==> config.mk <==
export PLATFORM = sky130hd
export DESIGN_NAME = day10_min_presses_solver_flat
export DESIGN_NICKNAME = d
export VERILOG_FILES = /design/src/rtl/day10_input_if.sv /design/src/rtl/day10_min_presses_solver.sv /design/src/flat_wrapper.sv
export SDC_FILE = /design/constraint.sdc
export NUM_CORES = 1
export LEC_CHECK = 0
export ABC_AREA = 1
export CORE_ASPECT_RATIO = 0.9
export CORE_MARGIN = 8
export CORE_UTILIZATION = 40
export CTS_BUF_LIST = sky130_fd_sc_hd__clkbuf_2 sky130_fd_sc_hd__clkbuf_4 sky130_fd_sc_hd__clkbuf_8
export CTS_CLUSTER_DIAMETER = 50
export CTS_CLUSTER_SIZE = 30
export DETAILED_ROUTE_END_ITERATION = 12
export HOLD_SLACK_MARGIN = 0.03
export MAX_ROUTING_LAYER = met4
export SLEW_MARGIN = 15
export SYNTH_ARGS = -nofsm -noshare
export SYNTH_HDL_FRONTEND = slang
export SYNTH_SLANG_ARGS = --single-unit
==> constraint.sdc <==
create_clock -name clk -period 11.94 [get_ports clk]
set_input_delay 3.582 -clock clk [delete_from_list [all_inputs] [get_ports clk]]
set_output_delay 3.582 -clock clk [all_outputs]
set_load 0.02 [all_outputs]
==> src/rtl/day10_input_if.sv <==
// Machine description bus between the Day 10 parser (producer) and its consumers.
// Light/button counts are sized to hold 0..MAX inclusive.
interface day10_input_if #(
  parameter int unsigned MAX_NUM_LIGHTS  = 10,
  parameter int unsigned MAX_NUM_BUTTONS = 13
);
  localparam int unsigned NUM_LIGHTS_W  = $clog2(MAX_NUM_LIGHTS + 1);
  localparam int unsigned NUM_BUTTONS_W = $clog2(MAX_NUM_BUTTONS + 1);

  logic [NUM_LIGHTS_W-1:0]   num_lights;
  logic [NUM_BUTTONS_W-1:0]  num_buttons;
  logic [MAX_NUM_LIGHTS-1:0] buttons [MAX_NUM_BUTTONS];
  logic [MAX_NUM_LIGHTS-1:0] target_lights_arrangement;

  modport producer (output num_lights, num_buttons, buttons, target_lights_arrangement);
  modport consumer (input  num_lights, num_buttons, buttons, target_lights_arrangement);
  modport master   (output num_lights, num_buttons, buttons, target_lights_arrangement);
  modport slave    (input  num_lights, num_buttons, buttons, target_lights_arrangement);
endinterface

==> src/rtl/day10_min_presses_solver.sv <==
// Exhaustive minimum-press solver: one button subset per cycle, strict-less update keeps lowest k.
// Optional macro DAY10_EARLY_EXIT_EN stops the search once the best result is provably optimal.
module day10_min_presses_solver #(
  parameter int unsigned MAX_NUM_LIGHTS    = 10,
  parameter int unsigned MAX_NUM_BUTTONS   = 13,
  parameter int unsigned MAX_NUM_BUTTONS_W = (MAX_NUM_BUTTONS <= 1) ? 1 : $clog2(MAX_NUM_BUTTONS + 1)
) (
  input  logic                         clk,
  input  logic                         rst_n,
  input  logic                         in_valid,
  output logic                         in_ready,
  day10_input_if.consumer              machine,
  output logic                         out_valid,
  input  logic                         out_ready,
  output logic                         found,
  output logic [MAX_NUM_BUTTONS_W-1:0] min_presses,
  output logic [MAX_NUM_BUTTONS-1:0]   best_mask
);
  localparam int unsigned NL_W = $clog2(MAX_NUM_LIGHTS + 1);
  localparam int unsigned NB_W = $clog2(MAX_NUM_BUTTONS + 1);
  localparam int unsigned K_W  = MAX_NUM_BUTTONS + 1;
  localparam int unsigned CW   = MAX_NUM_BUTTONS_W;

  localparam logic [1:0] S_IDLE   = 2'd0;
  localparam logic [1:0] S_SEARCH = 2'd1;
  localparam logic [1:0] S_DONE   = 2'd2;

  logic [1:0]                state_r, state_nxt;
  logic [K_W-1:0]            k_r, last_k_r;
  logic [MAX_NUM_LIGHTS-1:0] btn_r [MAX_NUM_BUTTONS];
  logic [MAX_NUM_LIGHTS-1:0] target_r;

  logic [NB_W-1:0]           n_c;
  logic [NL_W-1:0]           l_c;
  logic [MAX_NUM_LIGHTS-1:0] light_mask_c;
  logic [MAX_NUM_LIGHTS-1:0] btn_cap_c [MAX_NUM_BUTTONS];
  logic [K_W-1:0]            last_k_c;
  logic [MAX_NUM_LIGHTS-1:0] pattern_c;
  logic [CW-1:0]             pop_c;
  logic                      better_c;
  logic                      proven_c;
  logic                      accept_c;

  // Clamp counts and mask the incoming machine so only real lights/buttons survive capture
  always_comb begin
    n_c = (machine.num_buttons > NB_W'(MAX_NUM_BUTTONS)) ? NB_W'(MAX_NUM_BUTTONS) : machine.num_buttons;
    l_c = (machine.num_lights > NL_W'(MAX_NUM_LIGHTS)) ? NL_W'(MAX_NUM_LIGHTS) : machine.num_lights;
    light_mask_c = '0;
    for (int j = 0; j < int'(MAX_NUM_LIGHTS); j++) begin
      light_mask_c[j] = (NL_W'(j) < l_c);
    end
    for (int i = 0; i < int'(MAX_NUM_BUTTONS); i++) begin
      btn_cap_c[i] = (NB_W'(i) < n_c) ? (machine.buttons[i] & light_mask_c) : '0;
    end
    last_k_c = (K_W'(1) << n_c) - K_W'(1);
  end

  // XOR pattern and press count of the subset currently selected by k
  always_comb begin
    pattern_c = '0;
    pop_c     = '0;
    for (int i = 0; i < int'(MAX_NUM_BUTTONS); i++) begin
      if (k_r[i]) begin
        pattern_c = pattern_c ^ btn_r[i];
        pop_c     = pop_c + CW'(1);
      end
    end
    better_c = (pattern_c == target_r) && (!found || (pop_c < min_presses));
  end

`ifdef DAY10_EARLY_EXIT_EN
  // Zero presses is optimal for a zero target, one press for any other target
  always_comb begin
    logic          found_eff;
    logic [CW-1:0] cnt_eff;
    found_eff = found | better_c;
    cnt_eff   = better_c ? pop_c : min_presses;
    proven_c  = found_eff && (cnt_eff == ((target_r == '0) ? CW'(0) : CW'(1)));
  end
`else
  assign proven_c = 1'b0;
`endif

  assign accept_c = (state_r == S_IDLE) && in_valid;

  always_comb begin
    state_nxt = state_r;
    case (state_r)
      S_IDLE:   if (in_valid) state_nxt = S_SEARCH;
      S_SEARCH: if ((k_r == last_k_r) || proven_c) state_nxt = S_DONE;
      S_DONE:   if (out_ready) state_nxt = S_IDLE;
      default:  state_nxt = S_IDLE;
    endcase
  end

  always_ff @(posedge clk) begin
    if (!rst_n) begin
      state_r   <= S_IDLE;
      in_ready  <= 1'b1;
      out_valid <= 1'b0;
    end else begin
      state_r   <= state_nxt;
      in_ready  <= (state_nxt == S_IDLE);
      out_valid <= (state_nxt == S_DONE);
    end
  end

  // Capture on accept; track the best subset while searching
  always_ff @(posedge clk) begin
    if (!rst_n) begin
      k_r         <= '0;
      last_k_r    <= '0;
      btn_r       <= '{default: '0};
      target_r    <= '0;
      found       <= 1'b0;
      min_presses <= '0;
      best_mask   <= '0;
    end else if (accept_c) begin
      k_r         <= '0;
      last_k_r    <= last_k_c;
      btn_r       <= btn_cap_c;
      target_r    <= machine.target_lights_arrangement & light_mask_c;
      found       <= 1'b0;
      min_presses <= '0;
      best_mask   <= '0;
    end else if (state_r == S_SEARCH) begin
      if (better_c) begin
        found       <= 1'b1;
        min_presses <= pop_c;
        best_mask   <= k_r[MAX_NUM_BUTTONS-1:0];
      end
      if (state_nxt == S_SEARCH) k_r <= k_r + K_W'(1);
    end
  end
endmodule

==> src/flat_wrapper.sv <==
// flat-port wrapper written by rule: the top's interface ports become plain ports
module day10_min_presses_solver_flat 
#(
  parameter int unsigned MAX_NUM_LIGHTS    = 10,
  parameter int unsigned MAX_NUM_BUTTONS   = 13,
  parameter int unsigned MAX_NUM_BUTTONS_W = (MAX_NUM_BUTTONS <= 1) ? 1 : $clog2(MAX_NUM_BUTTONS + 1)
)
  (clk, rst_n, in_valid, in_ready, out_valid, out_ready, found, min_presses, best_mask, machine_num_lights, machine_num_buttons, machine_buttons, machine_target_lights_arrangement);
  day10_input_if #(.MAX_NUM_LIGHTS(MAX_NUM_LIGHTS), .MAX_NUM_BUTTONS(MAX_NUM_BUTTONS)) machine_i ();
  input  logic clk;
  input  logic rst_n;
  input  logic in_valid;
  output logic in_ready;
  output logic out_valid;
  input  logic out_ready;
  output logic found;
  output logic [MAX_NUM_BUTTONS_W-1:0] min_presses;
  output logic [MAX_NUM_BUTTONS-1:0] best_mask;
  input wire logic [$bits(machine_i.num_lights)-1:0] machine_num_lights;
  input wire logic [$bits(machine_i.num_buttons)-1:0] machine_num_buttons;
  input wire logic [$bits(machine_i.buttons)-1:0] machine_buttons;
  input wire logic [$bits(machine_i.target_lights_arrangement)-1:0] machine_target_lights_arrangement;
  assign machine_i.num_lights = machine_num_lights;
  assign machine_i.num_buttons = machine_num_buttons;
  assign machine_i.buttons = {>>{machine_buttons}};
  assign machine_i.target_lights_arrangement = machine_target_lights_arrangement;
  day10_min_presses_solver #(.MAX_NUM_LIGHTS(MAX_NUM_LIGHTS), .MAX_NUM_BUTTONS(MAX_NUM_BUTTONS), .MAX_NUM_BUTTONS_W(MAX_NUM_BUTTONS_W)) u_core (.clk(clk), .rst_n(rst_n), .in_valid(in_valid), .in_ready(in_ready), .machine(machine_i), .out_valid(out_valid), .out_ready(out_ready), .found(found), .min_presses(min_presses), .best_mask(best_mask));
endmodule
# After elaboration in Yosys (flattened, before gate mapping)
# Index checks and enable logic that the tools add are counted.
[word_totals] reg_bits=190 inputBits=152 out_inout_bits=20 wordCells=150
[classes] addsub=14 n_lt_le_gt_ge=26 eq_ne=6 n_shift=1 muxes=45 bitwise=27 n_reduce_logical=9
[op_table] cell="$mux W10" n=26
[op_table] cell="$and A10 B10 Y10" n=14
[op_table] cell="$xor A10 B10 Y10" n=12
[op_table] cell="$mux W4" n=14
[op_table] cell="$add A4 B1 Y4 const B" n=11
[op_table] cell="$lt A3 B4 Y1 const A" n=8
[op_table] cell="$lt A4 B4 Y1 const A" n=7
[op_table] cell="$lt A1 B4 Y1 const A" n=4
[op_table] cell="$lt A2 B4 Y1 const A" n=4
[op_table] cell="$add A14 B1 Y14 const B" n=1
[op_table] cell="$eq A14 B14 Y1" n=1
[op_table] cell="$shl A1 B4 Y14 const A" n=1
[op_table] cell="$sub A14 B2 Y14 const B" n=1
[op_table] cell="$eq A10 B10 Y1" n=1
[op_table] cell="$gt A4 B4 Y1 const B" n=2
[op_table] cell="$mux W2" n=3
[op_table] cell="$pmux W2 S3" n=1
[op_table] cell="$eq A2 B1 Y1 const B" n=2
[op_table] cell="$eq A2 B2 Y1 const B" n=2
[op_table] cell="$logic_not A2 Y1" n=2
[op_table] cell="$lt A4 B4 Y1" n=1
[op_table] cell="$reduce_and A2 Y1" n=2
[op_table] cell="$add A1 B1 Y2 const B" n=1
[op_table] cell="$logic_and A1 B1 Y1" n=2
[op_table] cell="5 further kinds" n=5

# Logic depth before layout (Yosys ltp)
[depth] depth_word=29 mapped_depth=52 mapped_depth_nobuf=50

# Least setup slack after synthesis
# Ideal clock, no wire load.
[synth_path] path_kind="register to register" startpoint="register u_core.k_r[0]" endpoint="register u_core.best_mask[11]" setup_ns=0.113 arrival_time_ns=5.972 required_ns=11.827 slack_ns=5.855 stages_incl_launch_ff=48 n_path_buf=2 period_less_slack_ns=6.085 cell_sequence="dfxtp_1 -> clkbuf_1 -> inv_1 -> ha_1 -> inv_2 -> nand2_4 -> nand2_4 -> inv_1 -> nand2_1 -> nand3_1 -> nand2_1 -> ha_1 -> or2_1 -> nand2_1 -> nand2_1 -> nand3_1 -> nand2_1 -> ha_1 -> (+12 left out) -> ha_1 -> o21ai_0 -> or2_1 -> nand3_1 -> nand2_1 -> ha_1 -> nor2_1 -> a31oi_1 -> ha_1 -> nand2_1 -> nand2_1 -> nand2_1 -> nand2_1 -> nand2_2 -> nand2_4 -> buf_4 -> nor2_1 -> nor2_1"
[synth_via] elab_chain_cells=29 word_cells_on_any_way=55 cone_classes="12 x add/sub; 1 x order compare; 1 x eq/ne; 26 x mux; 12 x bitwise; 3 x reduce/logical"
[synth_rtl] item="start: declaration" line="day10_min_presses_solver.sv:29" text="logic [K_W-1:0] k_r, last_k_r;"
[synth_rtl] item="start signal: assignment" line="day10_min_presses_solver.sv:132" text="if (state_nxt == S_SEARCH) k_r <= k_r + K_W'(1);"
[synth_rtl] item="$mux W1 (*)" line="day10_min_presses_solver.sv:63" text="if (k_r[i]) begin"
[synth_rtl] item="$add A1 B1 Y2" line="day10_min_presses_solver.sv:65" text="pop_c = pop_c + CW'(1);"
[synth_rtl] item="$mux W4 (*)" line="day10_min_presses_solver.sv:63"
[synth_rtl] item="$add A4 B1 Y4" line="day10_min_presses_solver.sv:65"
[synth_rtl] item="$mux W4 (*)" line="day10_min_presses_solver.sv:63"
[synth_rtl] item="$add A4 B1 Y4" line="day10_min_presses_solver.sv:65"
[synth_rtl] item="$mux W4 (*)" line="day10_min_presses_solver.sv:63"
[synth_rtl] item="$add A4 B1 Y4" line="day10_min_presses_solver.sv:65"
[synth_rtl] item="(+14 left out)"
[synth_rtl] item="$mux W4 (*)" line="day10_min_presses_solver.sv:63"
[synth_rtl] item="$add A4 B1 Y4" line="day10_min_presses_solver.sv:65"
[synth_rtl] item="$mux W4 (*)" line="day10_min_presses_solver.sv:63"
[synth_rtl] item="via u_core.pop_c[1]" line="day10_min_presses_solver.sv:39" text="logic [CW-1:0] pop_c;"
[synth_rtl] item="$lt A4 B4 Y1 (*)" line="day10_min_presses_solver.sv:68" text="better_c = (pattern_c == target_r) && (!found || (pop_c < min_presses));"
[synth_rtl] item="$logic_or A1 B1 Y1 (*)" line="day10_min_presses_solver.sv:68"
[synth_rtl] item="$logic_and A1 B1 Y1 (*)" line="day10_min_presses_solver.sv:68"
[synth_rtl] item="$reduce_and A2 Y1 (no source line) (*)"
[synth_rtl] item="end signal: assignment" line="day10_min_presses_solver.sv:130" text="best_mask <= k_r[MAX_NUM_BUTTONS-1:0];"
[synth_rtl] item="end: declaration" line="day10_min_presses_solver.sv:17" text="output logic [MAX_NUM_BUTTONS-1:0] best_mask"
# Mark *: on every way through the listed nets, which the timed path passes. The rest lies on a longest branch.
# A chain may end at the register's enable or synchronous reset.

# Worst setup path in the final report
[layout_path] startpoint="register u_core.k_r[0]" endpoint="register u_core.best_mask[0]"
# The elaborated chain is that of the path after synthesis.

==> flow_summary.ini <==
[run_status]
status = finished clean

[power]
power.share.clock_pct = 33.1
switching_share_pct = 32.8
power_density_nw_per_um2 = 107
p_leak_nw = 5.10
vdd_drop_max_mv = 0.0584
p_total_mw = 1.39
internal-power_uw = 934
p_comb_share_pct = 17.9
p_seq_share_pct = 49.0
p_switching_uw = 456

[critical_path]
r2r_end = u_core.best_mask[0]
cp_max_fo = 30
critPathRequiredTime_ns = 12.33
critPathTopFamily = simple AND/OR/NAND/NOR gates
slowest_stage = dfxtp_1
r2r_cells = 45
max_stage_delay_ns = 0.75
critPathKind = register to register
endpoint_kind = register
r2r_start = u_core.k_r[0]
r2r_setup_slack_ns = 4.92
path_buf_inv = 3
crit_arrival_ns = 7.41
crit_top_cell = nand2_1
cp-start-kind = register

[sta]
slew_viol_final = 0
whs_ns = 0.460
min_period_ns = 7.02
rsz0062_at_grt = false
setup_viol = 0
slew_headroom_pct = 26.0
post-route-period-util_pct = 58.8
setup-tns-final_ns = 0
finalWorstSetupSlack_ns = 4.92
fmax_ghz = 0.142
hold_violations = 0
worst_pin_slew_ns = 1.11
fin_skew_ns = 0.0240

[grt]
overflow = 0
antenna_found_initial = 0
grt_pass1_wl_um = 55200
grt_pass1_vias = 9969
grtUsageTotal_pct = 22.6
grt_max_degree = 62

[final_layout]
multi_input_area_sq_um = 6050
finalNonFillerCells = 1983
areaGrowthSynthToFinish_pct = 22.3
final_cell_mix = nand2_1 (488), dfxtp_1 (190), clkdlybuf4s50_1 (171)
drive_above_1_share_pct = 5.81
fillers = 2646
final_core_util_pct = 49.7
seq_area_sq_um = 3800
fin_area_sq_um = 12900
final_net_count = 1791
final_common_cell = nand2_1
n_antenna_cell = 0

[detailed_routing]
num_vias = 10300
post_drt_wl_per_cell_um = 18.1
vias_per_cell = 5.19
drc_errors = 0
ant_nets = 0
wl_um = 35800
dr.first_iter.drc_count = 852
drt_pass1_iterations = 5

[place]
post-place-cells = 1951
dp_slack_ns = 4.63
dpl.hpwl_um = 26400
place_area_sq_um = 12500
numPortBuffers = 171
routabilityCongestion = 0.945

[synth]
synthesis.nets = 1656
synth-edff-count = 0
syn_area_sq_um = 10600
synthArstFlopShare_pct = 0
syn_area_per_cell_sq_um = 7.11
yosysSeqAreaShare_pct = 36.0
synth-seq-cells = 190
synth_warnings = 0
synth_ff_type = dfxtp_1
netlist_instances = 1487
synthDistinctLibCells = 42

[clock_network]
cts_hold_buf = 0
numCtsBuffers = 17
cts_max_level = 4
root_buffer = clkbuf_8
cts.repair.resized = 0
clock_latency_ns = 0.50
path_clk_slew_ns = 0.11
cts.path.max_buffers = 2
post_cts_buffers = 0
clock_sinks = 190
cts_tree = done

[floorplanning]
die_w_um = 187
dieArea_sq_um = 31900
num_rows = 56
die-height_um = 170
io_pins = 172
start_util_pct = 40.7
core_area_sq_um = 26000

[worst_hold_path]
hp-start = u_core.btn_r[108]
min_path_type = register to register
hold_end = u_core.btn_r[108]
hold_depth = 2

[flow_run]
max_cap_violations = 0
## cells in the mapped netlist (3+ instances only)
| cell type | number | area, sq um |
|---|---|---|
| o21ai_0 | 108 | 541 |
| nor2_2 | 3 | 18.8 |
| or2_2 | 10 | 62.6 |
| inv_1 | 103 | 387 |
| nand4_1 | 30 | 188 |
| xnor2_1 | 81 | 709 |
| nand2_4 | 12 | 135 |
| nand2_1 | 488 | 1830 |
| o22ai_1 | 3 | 18.8 |
| ha_1 | 17 | 213 |
| or2_1 | 4 | 25.0 |
| clkbuf_1 | 41 | 154 |
| a32o_1 | 39 | 390 |
| nor3_1 | 7 | 35.0 |
| nand3_2 | 10 | 100 |
| a21oi_1 | 23 | 115 |
| xor2_1 | 62 | 543 |
| nand3b_1 | 4 | 30.0 |
| nor2_1 | 94 | 353 |
| o31ai_1 | 7 | 52.6 |
| clkinv_1 | 5 | 18.8 |
| nand3_1 | 81 | 405 |
| buf_2 | 19 | 95.1 |
| a32oi_1 | 12 | 105 |
| inv_2 | 4 | 15.0 |
| nand2_2 | 10 | 62.6 |
| dfxtp_1 | 190 | 3800 |
## cell families (layout without fill, tap and decap cells)
kind of cell             Yosys count  after routing  synth area share, %
AND/OR/NAND/NOR                  758            758                 31.1
AO/OA/AOI/OAI                    201            201                 12.2
flip-flops                       190            190                 36.0
buffers and inverters            178            326                 6.89
XOR/XNOR                         143            143                 11.9
adder cells (fa/ha/maj)           17             17                 2.01
## worst reg2reg max path: cells and delay by family, from the launching register on
kind            cells  cell delay [ns]
compound gates      2             0.35
fa+ha+maj           6             1.75
buf+inv             3             0.35
flops               1             0.75
simple gates       34             3.70
## power groups by stage
| stage | registers [mW] | clock network, mW | logic, mW |
|---|---|---|---|
| 2_1_floorplan | 0.695 | 0 | 0.133 |
| 3_3_place_gp | 0.695 | 0 | 0.246 |
| 3_5_place_dp | 0.695 | 0 | 0.247 |
| 4_1_cts | 0.681 | 0.468 | 0.248 |
| 5_1_grt | 0.685 | 0.491 | 0.273 |
| 6_report | 0.681 | 0.459 | 0.249 |
## final cells by class
cell class	instances	area share, %
Clock buffer	18	1.92
Sequential cell	190	29.4
Tap cell	348	3.37
Multi-Input combinational cell	1119	46.8
Timing Repair Buffer	181	13.8
Clock inverter	14	1.41
Inverter	113	3.30
## metal layers
metal | share of wire [%] | track usage, % | vias up
met1 | 45 | 28.7 | 4791
met2 | 47 | 37.5 | 347
met3 | 5.5 | 3.54 | 41
li1 | - | - | 5105
met5 | 0 | - | -
met4 | 1.7 | 5.45 | 0
## flip-flops by register name, summed over array words and instances, names as in the netlist, 2 cells and up
| register | count |
|---|---|
| u_core.best_mask | 13 |
| u_core.btn_r | 130 |
| u_core.k_r | 14 |
| u_core.last_k_r | 14 |
| u_core.min_presses | 4 |
| u_core.state_r | 2 |
| u_core.target_r | 10 |
## worst max path at each step
stage,startpoint,to,slack [ns],cells after the start
2_1_floorplan,u_core.k_r[0],u_core.best_mask[11],5.86,47
3_3_place_gp,rst_n,u_core.btn_r[30],4.69,8
3_5_place_dp,rst_n,u_core.btn_r[30],4.63,8
4_1_cts,u_core.k_r[1],u_core.best_mask[0],4.95,44
5_1_grt,u_core.k_r[0],u_core.best_mask[1],4.23,45
6_report,u_core.k_r[0],u_core.best_mask[0],4.92,45
Note: power is estimated with default switching activity, not from simulation.
